## config.mk

```make
export PLATFORM = sky130hd
export DESIGN_NAME = seg7_reader
export DESIGN_NICKNAME = d
export VERILOG_FILES = /design/src/rtl/seg7_pkg.sv /design/src/rtl/seg7_glyph_decode.sv /design/src/rtl/seg7_reader.sv
export SDC_FILE = /design/constraint.sdc
export NUM_CORES = 1
export LEC_CHECK = 0
export CORE_MARGIN = 3
export CORE_UTILIZATION = 57
export CTS_BUF_LIST = sky130_fd_sc_hd__clkbuf_2 sky130_fd_sc_hd__clkbuf_4 sky130_fd_sc_hd__clkbuf_8
export DETAILED_ROUTE_END_ITERATION = 16
export PLACE_DENSITY = 0.82
export SYNTH_ARGS = -nofsm -noshare
export SYNTH_HDL_FRONTEND = slang
export SYNTH_SLANG_ARGS = --single-unit
```

## constraint.sdc

```tcl
create_clock -name clk -period 3.01 [get_ports clk]
set_input_delay 0.301 -clock clk [delete_from_list [all_inputs] [get_ports clk]]
set_output_delay 0.301 -clock clk [all_outputs]
set_load 0.02 [all_outputs]
```

## src/rtl/seg7_pkg.sv

```systemverilog
// rtl/seg7_pkg.sv - shared 7-segment glyph constants, decode result type and encoder function.
package seg7_pkg;

   localparam int SEG_W = 7;

   localparam logic [SEG_W-1:0] SEG_BLANK = 7'h00;

   localparam logic [SEG_W-1:0] SEG_0 = 7'h3F;
   localparam logic [SEG_W-1:0] SEG_1 = 7'h06;
   localparam logic [SEG_W-1:0] SEG_2 = 7'h5B;
   localparam logic [SEG_W-1:0] SEG_3 = 7'h4F;
   localparam logic [SEG_W-1:0] SEG_4 = 7'h66;
   localparam logic [SEG_W-1:0] SEG_5 = 7'h6D;
   localparam logic [SEG_W-1:0] SEG_6 = 7'h7D;
   localparam logic [SEG_W-1:0] SEG_7 = 7'h07;
   localparam logic [SEG_W-1:0] SEG_8 = 7'h7F;
   localparam logic [SEG_W-1:0] SEG_9 = 7'h6F;
   localparam logic [SEG_W-1:0] SEG_A = 7'h77;
   localparam logic [SEG_W-1:0] SEG_B = 7'h7C;
   localparam logic [SEG_W-1:0] SEG_C = 7'h39;
   localparam logic [SEG_W-1:0] SEG_D = 7'h5E;
   localparam logic [SEG_W-1:0] SEG_E = 7'h79;
   localparam logic [SEG_W-1:0] SEG_F = 7'h71;

   typedef struct packed {
      logic       legal;
      logic [3:0] value;
   } glyph_dec_t;

   // Single source of truth for the glyph set; the display encoder uses the same function.
   function automatic logic [SEG_W-1:0] seg7_encode(input logic [3:0] value);
      logic [SEG_W-1:0] pat;
      case (value)
         4'h0:    pat = SEG_0;
         4'h1:    pat = SEG_1;
         4'h2:    pat = SEG_2;
         4'h3:    pat = SEG_3;
         4'h4:    pat = SEG_4;
         4'h5:    pat = SEG_5;
         4'h6:    pat = SEG_6;
         4'h7:    pat = SEG_7;
         4'h8:    pat = SEG_8;
         4'h9:    pat = SEG_9;
         4'hA:    pat = SEG_A;
         4'hB:    pat = SEG_B;
         4'hC:    pat = SEG_C;
         4'hD:    pat = SEG_D;
         4'hE:    pat = SEG_E;
         default: pat = SEG_F;
      endcase
      return pat;
   endfunction

endpackage

```

## src/rtl/seg7_glyph_decode.sv

```systemverilog
// rtl/seg7_glyph_decode.sv - combinational segment pattern to {legal, hex value} lookup.
module seg7_glyph_decode
   import seg7_pkg::*;
(
   input  logic [SEG_W-1:0] pattern,
   output glyph_dec_t       dec
);

   always_comb begin
      dec = '0;
      for (int i = 0; i < 16; i++) begin
         if (pattern == seg7_encode(4'(i))) begin
            dec.legal = 1'b1;
            dec.value = 4'(i);
         end
      end
   end

endmodule

```

## src/rtl/seg7_reader.sv

```systemverilog
// rtl/seg7_reader.sv - synchronize, stability-filter and decode a 7-seg bus into a hex digit.
// SEG_ACTIVE_LOW_EN: invert seg_in before the synchronizer for common-anode sources.
module seg7_reader
   import seg7_pkg::*;
#(
   parameter int STABLE_CYCLES = 4,
   parameter int CNT_W         = 8
) (
   input  logic             clk,
   input  logic             rst,
   input  logic [SEG_W-1:0] seg_in,
   output logic [3:0]       digit,
   output logic             digit_valid,
   output logic             blank,
   output logic             err,
   output logic [CNT_W-1:0] change_cnt
);

   localparam logic [3:0] STAB_MAX = 4'(STABLE_CYCLES);

   logic [SEG_W-1:0] seg_raw;
   logic [SEG_W-1:0] s1_q, s1_d, s2_q, s2_d, cand_q, cand_d;
   logic [3:0]       stab_q, stab_d;
   logic [3:0]       digit_q, digit_d;
   logic             valid_q, valid_d;
   logic             blank_q, blank_d;
   logic             err_q, err_d;
   logic             special_q, special_d;
   logic [CNT_W-1:0] cnt_q, cnt_d;
   logic             accept;
   glyph_dec_t       dec;

`ifdef SEG_ACTIVE_LOW_EN
   assign seg_raw = ~seg_in;
`else
   assign seg_raw = seg_in;
`endif

   seg7_glyph_decode u_decode (
      .pattern (cand_q),
      .dec     (dec)
   );

   always_comb begin
      s1_d      = seg_raw;
      s2_d      = s1_q;
      cand_d    = cand_q;
      stab_d    = stab_q;
      digit_d   = digit_q;
      valid_d   = 1'b0;
      blank_d   = blank_q;
      err_d     = err_q;
      special_d = special_q;
      cnt_d     = cnt_q;
      accept    = 1'b0;

      if (s2_q != cand_q) begin
         cand_d = s2_q;
         stab_d = 4'd0;
      end else begin
         if (stab_q < STAB_MAX) stab_d = stab_q + 4'd1;
         accept = (stab_q == STAB_MAX - 4'd1);
      end

      // special_q remembers a blank/err accept so the next legal glyph counts even if unchanged.
      if (accept) begin
         if (dec.legal) begin
            if ((dec.value != digit_q) || special_q) cnt_d = cnt_q + CNT_W'(1);
            digit_d   = dec.value;
            valid_d   = 1'b1;
            blank_d   = 1'b0;
            err_d     = 1'b0;
            special_d = 1'b0;
         end else if (cand_q == SEG_BLANK) begin
            blank_d   = 1'b1;
            err_d     = 1'b0;
            special_d = 1'b1;
         end else begin
            blank_d   = 1'b0;
            err_d     = 1'b1;
            special_d = 1'b1;
         end
      end
   end

   always_ff @(posedge clk) begin
      if (rst) begin
         s1_q      <= '0;
         s2_q      <= '0;
         cand_q    <= '0;
         stab_q    <= '0;
         digit_q   <= '0;
         valid_q   <= 1'b0;
         blank_q   <= 1'b1;
         err_q     <= 1'b0;
         special_q <= 1'b0;
         cnt_q     <= '0;
      end else begin
         s1_q      <= s1_d;
         s2_q      <= s2_d;
         cand_q    <= cand_d;
         stab_q    <= stab_d;
         digit_q   <= digit_d;
         valid_q   <= valid_d;
         blank_q   <= blank_d;
         err_q     <= err_d;
         special_q <= special_d;
         cnt_q     <= cnt_d;
      end
   end

   assign digit       = digit_q;
   assign digit_valid = valid_q;
   assign blank       = blank_q;
   assign err         = err_q;
   assign change_cnt  = cnt_q;

endmodule

```

# Word level (Yosys, flattened, before mapping)
# Cells that the tools add are included.
[totals]
ff_bits = 41
in_bits = 9
out_inout_bits = 15
elab_cells = 62
[op_classes]
add_sub_neg = 2
n_mux = 23
n_eq_ne = 19
n_bitwise = 1
magnitude_cmp = 1
n_reduce_logical = 6
[ops]
columns = ["operator", "count"]
rows = [
  ["7-bit equality test (second input constant)", 12],
  ["5-bit two-way mux", 16],
  ["7-bit by 3-bit equality test with 1-bit output (second input constant)", 2],
  ["7-bit by 6-bit equality test with 1-bit output (second input constant)", 2],
  ["8-bit by 1-bit adder with 8-bit output (second input constant)", 1],
  ["7-bit zero test", 1],
  ["1-bit two-way mux", 7],
  ["7-bit inequality test", 1],
  ["4-bit by 1-bit adder with 4-bit output (second input constant)", 1],
  ["4-bit by 2-bit equality test with 1-bit output (second input constant)", 1],
  ["4-bit by 3-bit < comparator with 1-bit output (second input constant)", 1],
  ["4-bit inequality test", 1],
  ["2-bit OR reduction", 2],
  ["3-bit AND reduction", 1],
  ["2-bit AND reduction", 1],
  ["1-bit logical OR", 1],
  ["1-bit inverter", 1],
]

# Logic depth before layout (Yosys ltp)
[logic_depth]
depth_word = 20
depth_mapped = 9
mapped_depth_nobuf = 7

# Hierarchy
# From an unflattened synthesis, not the netlist that was laid out.
[unflattened]
hier_cells = 203
hier_area_um2 = 1920.6
[modules_own_cells]
columns = ["module", "n_inst", "area_per_inst_um2", "cells_each", "seq_area_each_um2"]
rows = [
  ["seg7_reader", 1, 1544.0, 154, 820.8],
  ["seg7_glyph_decode", 1, 376.6, 49, 0.0],
]

# Least setup slack after synthesis
# No wires, ideal clock.
[synth_path]
path_type = "register to register"
startpoint = "register cand_q[3]"
endpoint = "register cnt_q[1], in the netlist change_cnt[1]"
arrival_time_ns = 2.151
setup_ns = 0.128
path_slack_ns = 0.732
stages_incl_launch_ff = 9
path_buffers = 1
required_time_ns = 2.882
period_less_slack_ns = 2.278
path_cell_list = "dfxtp_1 or4b_4 nor3_4 o31a_2 o221ai_2 o41ai_4 buf_6 mux2i_1 nor2_1"
[synth_via]
elab_chain_len = 19
word_cells_on_any_way = 37
classes_between = "18 x eq/ne; 17 x mux; 2 x reduce/logical"
[synth_rtl]
columns = ["element", "line", "text"]
rows = [
  ["start, declared", "seg7_reader.sv:22", "logic [SEG_W-1:0] s1_q, s1_d, s2_q, s2_d, cand_q, cand_d;"],
  ["start signal, assigned", "seg7_reader.sv:101", "cand_q <= cand_d;"],
  ["7-bit by 3-bit equality test with 1-bit output", "seg7_glyph_decode.sv:12", "if (pattern == seg7_encode(4'(i))) begin"],
  ["5-bit two-way mux (15 in series)", "seg7_glyph_decode.sv:12", ""],
  ["4-bit inequality test", "seg7_reader.sv:68", "if ((dec.value != digit_q) || special_q) cnt_d = cnt_q + CNT_W'(1);"],
  ["1-bit logical OR", "seg7_reader.sv:68", ""],
  ["3-bit AND reduction (no source line) (*)", "--", ""],
  ["end signal, assigned", "seg7_reader.sv:108", "cnt_q <= cnt_d;"],
  ["end, declared", "seg7_reader.sv:29", "logic [CNT_W-1:0] cnt_q, cnt_d;"],
]
# Every way passes the cells marked *; elsewhere a longest branch is shown, timed or not.
# A chain may end at the register's enable or synchronous reset.

# Worst setup path in the final report
[layout_path]
startpoint = "register cand_q[1]"
endpoint = "register cnt_q[7], in the netlist change_cnt[7]"
# The elaborated chain is that of the path after synthesis.

==> metrics.txt <==
dpl cell area=2190 µm²; DR WL/cell=14.1 µm; port buffer count=23; core area=3150 µm²; Arr. time, crit path=2.97 ns; Total GRT Usage=0.213; die width=64.3 µm; PD cells=436 nW/µm²; clock power share=0.378; TNS Setup=0 ns; final core occ=0.724; CTS Root Cell=clkbuf_4; area fraction in compound gates after synthesis=0.155; internal power=792 µW; Clock Tree Buf Depth=2; vias=1560; Rel. slew slack=0.654; Seq/Total Area, Yosys=0.423; share of flip-flops with an asynchronous set or reset=0; synthesized instance count=212; Post-synth top flop=dfxtp_1; CTS Sinks=41; 1st-iter DRT viols=86; met2 WL=2.03 mm; Worst EP required=3.28 ns; Worst setup EP type=flop; simple-gate share of the synthesized area=0.297; htree depth=2; top routing layer used=met4; RSZ-0062 raised after global routing=no; cell family with most CP delay=simple AND/OR/NAND/NOR gates; first-pass GRT wire length=6.85 mm; Hold WC Path Type=reg -> reg; VDD IR max=0.366 mV; syn nets=223; Fin Clk Skew=0.00874 ns; combinational fraction of design power=0.053; Reg power frac=0.570; die area=4140 µm²; CP max stage delay=0.64 ns; Post-Synth Adder-Cell Area=0.0129; Clock Pin Slew Worst Setup and Hold Paths=0.12 ns; Synth Area in XOR/XNOR=0.0542; Routability Congestion=0.843; worst skew pair latency=0.34 ns; Switching Fraction=0.205; final wirelength=3.96 mm; CP max-delay cell=dfxtp_1; residual overflow from global routing=0; vias in the first global route=1554; main area contributors after synthesis=dfxtp_1, nor2b_1, xnor2_1; DP HPWL=2.94 mm; vias per cell=5.57; number of buffers and inverters on the critical path=1; Post-synth EDFFs=0; routed wl met3=145 µm; period utilization=0.896; hold_buf cts=0; status=complete, no violations; Synthesis Warnings=0; TritonCTS clock tree=yes; Post-Syn Area per Cell=9.15 µm²; Final ANT Viol Nets=0; worst r2r src=cand_q[1]$_SDFFE_PP0P_; Tmin final=2.70 ns; multiplexer share of the synthesized area=0.0103; Worst setup SP type=flop; post-synthesis sequential element count=41; CP startpoint=cand_q[1]$_SDFFE_PP0P_; Post-CTS Setup Bufs=0; synth cell count leaders=dfxtp_1, nor2b_1, nor2_1; worst path cell trace=or4b_1, a21oi_1, nor2_1, a41oi_4, o41ai_4, buf_4, or3_1, a21oi_1; max-slew violation count=0; io pins=24; Nets=246; CTS resizes=0; Pleak=0.759 nW; Finished Cell Area=2280 µm²; starting density of the core=0.615; Most common cell on crit path=a21oi_1; DR pass1 iterations=4; Area growth, synth to finish=17.7%; Worst Hold Launch=s1_q[1]$_SDFF_PP0_; Worst-Margin Slew=0.518 ns; Synth top area share=0.423; Max FO, Critical Path=17; largest area contributor in the netlist=dfxtp_1; highest clock rate=371 MHz; P_sw=204 µW; WL met1=1.70 mm; fraction of layout cells with a size suffix above 1=0.0847; largest net degree at the start of global routing=38; Pwr Total=996 µW; post-synthesis cell type count=48; largest family of logic cells by synthesized area=simple AND/OR/NAND/NOR gates; final hold vios=0; antenna cells=0; cts bufs inserted=5; Cell Area, Synth=1940 µm²; Crit Path Category=reg -> reg; antenna violations before repair=0; max cap viols=0; # setup viols final=0; Cell Rows=20; most numerous cell in the Yosys netlist=dfxtp_1; DRC viols=0; Die H=64.3 µm
-- flip-flops by register name (all words and copies together) (netlist names), 4 cells and up --
register    count
s1_q            7
stab_q          4
cand_q          7
digit           4
change_cnt      8
s2_q            7
-- path summary, 6_finish.rpt --
path                            depth (start not counted)                          to  slack [ns]
worst min-delay path                                    1          s2_q[1]$_SDFF_PP0_        0.44
worst max-delay path                                    8  change_cnt[7]$_SDFFE_PP0P_        0.31
worst min register to register                          1          s2_q[1]$_SDFF_PP0_        0.44
worst max register to register                          8  change_cnt[7]$_SDFFE_PP0P_        0.31
-- through the flow --
stage	instances	setup WS, ns	hold slack [ns]
detailed placement	272	0.361	0.425
CTS	280	0.325	0.448
global route	280	0.0952	0.462
global placement	272	0.460	0.419
floorplan	212	0.732	0.414
finish	280	0.313	0.444
-- kinds of logic after synthesis --
group | count (synthesis)
flip-flops | 41
adder cells (fa/ha/maj) | 2
XOR/XNOR | 12
buffers and inverters | 18
multiplexers | 2
AO/OA/AOI/OAI | 42
AND/OR/NAND/NOR | 95
-- area by class of cell --
type                    instances  area (µm²)
fillers                       254         871
clock inverters                 1        30.0
repair buffers                 28         268
clock buffers                   7        58.8
flip-flops and latches         41         821
multi-input cells             153        1030
well taps                      44        55.1
inverters                       6        22.5
-- routing by layer --
metal | GRT usage | vias up
met5 | 0 | -
met4 | 0.0871 | 0
met3 | 0.0615 | 9
met2 | 0.375 | 37
met1 | 0.238 | 718
li1 | - | 796
-- cells in the final DEF, fill, tap and decap left out, types with 2 or more instances in the layout --
cell type        count
o21a_1               3
nand4b_1             2
clkbuf_4             6
buf_4                5
mux2i_1              2
inv_1                6
nor2b_1             22
or3_1                7
xnor2_1             11
clkdlybuf4s50_1     23
nand2_1             10
nand4bb_1            2
dfxtp_1             41
ha_1                 2
nand4_1              3
nand3b_1             3
o21ai_1              7
nor3_1               5
nor2_1              16
nand2b_1             3
nor4_1               4
nor3b_1              2
and4_1               3
nand3_1              6
o22ai_1              2
o21ai_0              4
a211oi_1             2
a21oi_1             14
-- power by group through the flow --
stage / Combinational (mW) / Sequential (mW) / Clock, mW
6_report: 0.0523 / 0.567 / 0.376
5_1_grt: 0.0583 / 0.570 / 0.413
4_1_cts: 0.0526 / 0.567 / 0.385
3_5_place_dp: 0.0523 / 0.580 / 0
3_3_place_gp: 0.0503 / 0.579 / 0
2_1_floorplan: 0.0409 / 0.573 / 0
No activity file was read; power rests on OpenSTA's default activity.
==> RTL edit, RTL diff (same flow settings) <==
Build with the macro `SEG_ACTIVE_LOW_EN` defined.
--- a/src/rtl/seg7_reader.sv
+++ b/src/rtl/seg7_reader.sv
@@ -1,5 +1,7 @@
 // rtl/seg7_reader.sv - synchronize, stability-filter and decode a 7-seg bus into a hex digit.
 // SEG_ACTIVE_LOW_EN: invert seg_in before the synchronizer for common-anode sources.
+`define SEG_ACTIVE_LOW_EN
+
 module seg7_reader
    import seg7_pkg::*;
 #(
Function: changed (a bounded check fails within 10 cycles, from zero or initial values and one cycle with rst high).
==> RTL edit against the unedited design <==
  * Core utilization decreased by 3.6 points
  * Worst setup slack worse by 0.046 ns
  * Wire length down 4.0%
  * Total power down 6.2%
  * Design area increased by 3.0%
  * Clock skew is 0.0022 ns higher
  * Synthesized cell count rose by 6.1%
  * Synthesized area grew 6.9%
  * Non-clock buffer count is 1 lower
  * Worst hold slack worse by 0.0077 ns
  * Sequential cell count unchanged
  * Critical endpoint is now change_cnt[5]$_SDFFE_PP0P_
==> RTL edit: results (changes against the unedited design) <==
- The sequential cell area fraction in the yosys report is 39.6% (was 42.3%).
- The post-detailed-placement half-perimeter wirelength was 2.69 mm (was 2.94 mm).
- The XOR/XNOR share of the synthesized area is 4.22% (was 5.42%).
- The number of inserted filler cells in the final layout was 309 (was 254).
- The actual transition at the worst max-transition pin was 0.570 ns (was 0.518 ns).
- The starting DRC count in detailed routing is 98 (was 86).
- The clock transition at the registers of the reported paths is 0.14 ns (was 0.12 ns).
- The count of vias placed by the detailed router came to 1650 (was 1560).
- The number of nets in the layout is 255 (was 246).
- The number of placed instances with taps included is 283 (was 272).
- The maximum single-stage delay on the critical path is 0.61 ns (was 0.64 ns).
- The total leakage power is 0.859 nW (was 0.759 nW).
- Top cells by count, synth: 41 x dfxtp_1, 23 x nor2_1, 17 x nor2b_1, 16 x a21oi_1, 11 x nand2_1 (was 41 x dfxtp_1, 22 x nor2b_1, 16 x nor2_1, 14 x a21oi_1, 11 x xnor2_1).
- Leading post-synthesis cells by cell area: dfxtp_1 40%, nor2b_1 5.1%, nor2_1 4.2% (was dfxtp_1 42%, nor2b_1 7.1%, xnor2_1 5.0%).
- The number of distinct standard cells referenced by the synthesized netlist was 63 (was 48).
- The share of post-route cells with drive strength above 1 is 11.0% (was 8.47%).
- The overall routing resource usage came to 19.5% (was 21.3%).
- The number of buffers added on ports is 23 (unchanged).
- The largest net degree at the start of global routing was 23 (was 38).
- The mux contribution to synthesized area is 1.45% (was 1.03%).
- The adder-cell area share of the yosys netlist is 1.21% (was 1.29%).
- The average routed wire per standard cell is 13.0 um (was 14.1 um).
- The total CTS buffers is 5 (unchanged).
- The peak supply drop is 432 uV (was 366 uV).
- The largest driver fanout on the critical path is 16 (was 17).
- The last weighted congestion value of the routability-driven placer came to 0.906 (was 0.843).
- The worst endpoint data arrival time is 3.04 ns (was 2.97 ns).
- The synthesized-area fraction occupied by ao, oa, aoi and oai cells is 17.9% (was 15.5%).
- Result of the run: complete, no violations (unchanged).
- The count of mapped cells out of synthesis is 225 (was 212).
- The number of vias per cell came to 5.67 (was 5.57).
- The family with the most delay on the worst path is compound AO/OA/AOI/OAI gates (was simple AND/OR/NAND/NOR gates).
- The total nets after synthesis is 236 (was 223).
- The wire length of the first global-routing pass is 6.52 mm (was 6.85 mm).
- The clock latency on the worst-skew pair came to 0.37 ns (was 0.34 ns).
[RTL edit: changes by cell type after synthesis, moves of 3 or more]
cell and delta:
nor2_1 +7, or4_1 +6, xnor2_1 -5, o21a_1 -3, nand3_1 -3, nor2b_1 -5, or3_1 -5, o21ai_1 -5
buf_6 +3, and4_1 -3, o31ai_1 +6, xor2_1 +3, a211o_1 +3
[RTL edit: worst paths after layout]
path / start / end / slack [ns] / cells after the start
worst max-delay path: cand_q[1]$_SDFFE_PP0P_ / change_cnt[5]$_SDFFE_PP0P_ / 0.27 / 7
worst min-delay path: seg_in[0] / s1_q[0]$_SDFF_PP0_ / 0.44 / 2
worst max register to register: cand_q[1]$_SDFFE_PP0P_ / change_cnt[5]$_SDFFE_PP0P_ / 0.27 / 7
worst min register to register: s1_q[2]$_SDFF_PP0_ / s2_q[2]$_SDFF_PP0_ / 0.45 / 1
[RTL edit: layout make-up]
| cell class | instances | area [um^2] | share of cell area (%) |
|---|---|---|---|
| multi-input cells | 162 | 1120 | 47.6 |
| flip-flops and latches | 41 | 821 | 34.9 |
| repair buffers | 27 | 260 | 11.1 |
| well taps | 46 | 57.6 | 2.45 |
| clock buffers | 5 | 37.5 | 1.60 |
| clock inverters | 3 | 28.8 | 1.22 |
| inverters | 7 | 26.3 | 1.12 |
[RTL edit: kinds of logic (layout without fill, tap and decap cells)]
family	count (synthesis)	count (layout)
AO/OA/AOI/OAI	49	49
XOR/XNOR	10	10
adder cells (fa/ha/maj)	2	2
buffers and inverters	22	42
flip-flops	41	41
multiplexers	3	3
AND/OR/NAND/NOR	98	98
[RTL edit: worst register-to-register path: stages, from the launching register on]
cell      delay [ns]
dfxtp_1         0.61
nand4b_2        0.29
o32ai_2         0.10
a311oi_1        0.47
mux2i_1         0.35
a221oi_4        0.17
or4_1           0.53
a21oi_1         0.15
[RTL edit: power breakdown]
part	switching, mW	internal [mW]
combinational	0.0266	0.0308
sequential	0.0130	0.556
clock	0.206	0.103
[RTL edit: layer usage]
metal  track usage [%]  share of wire, %
met5                 0                 0
met4              9.39               2.3
met3              5.10               5.0
met2              29.4                46
met1              25.7                47
[RTL edit: metrics by stage]
| step | area [um^2] | total power, mW |
|---|---|---|
| after CTS | 2350 | 0.945 |
| after global routing | 2350 | 0.978 |
| after detailed placement | 2280 | 0.638 |
| after floorplan | 2070 | 0.620 |
| after global placement | 2280 | 0.636 |
| final | 2350 | 0.935 |
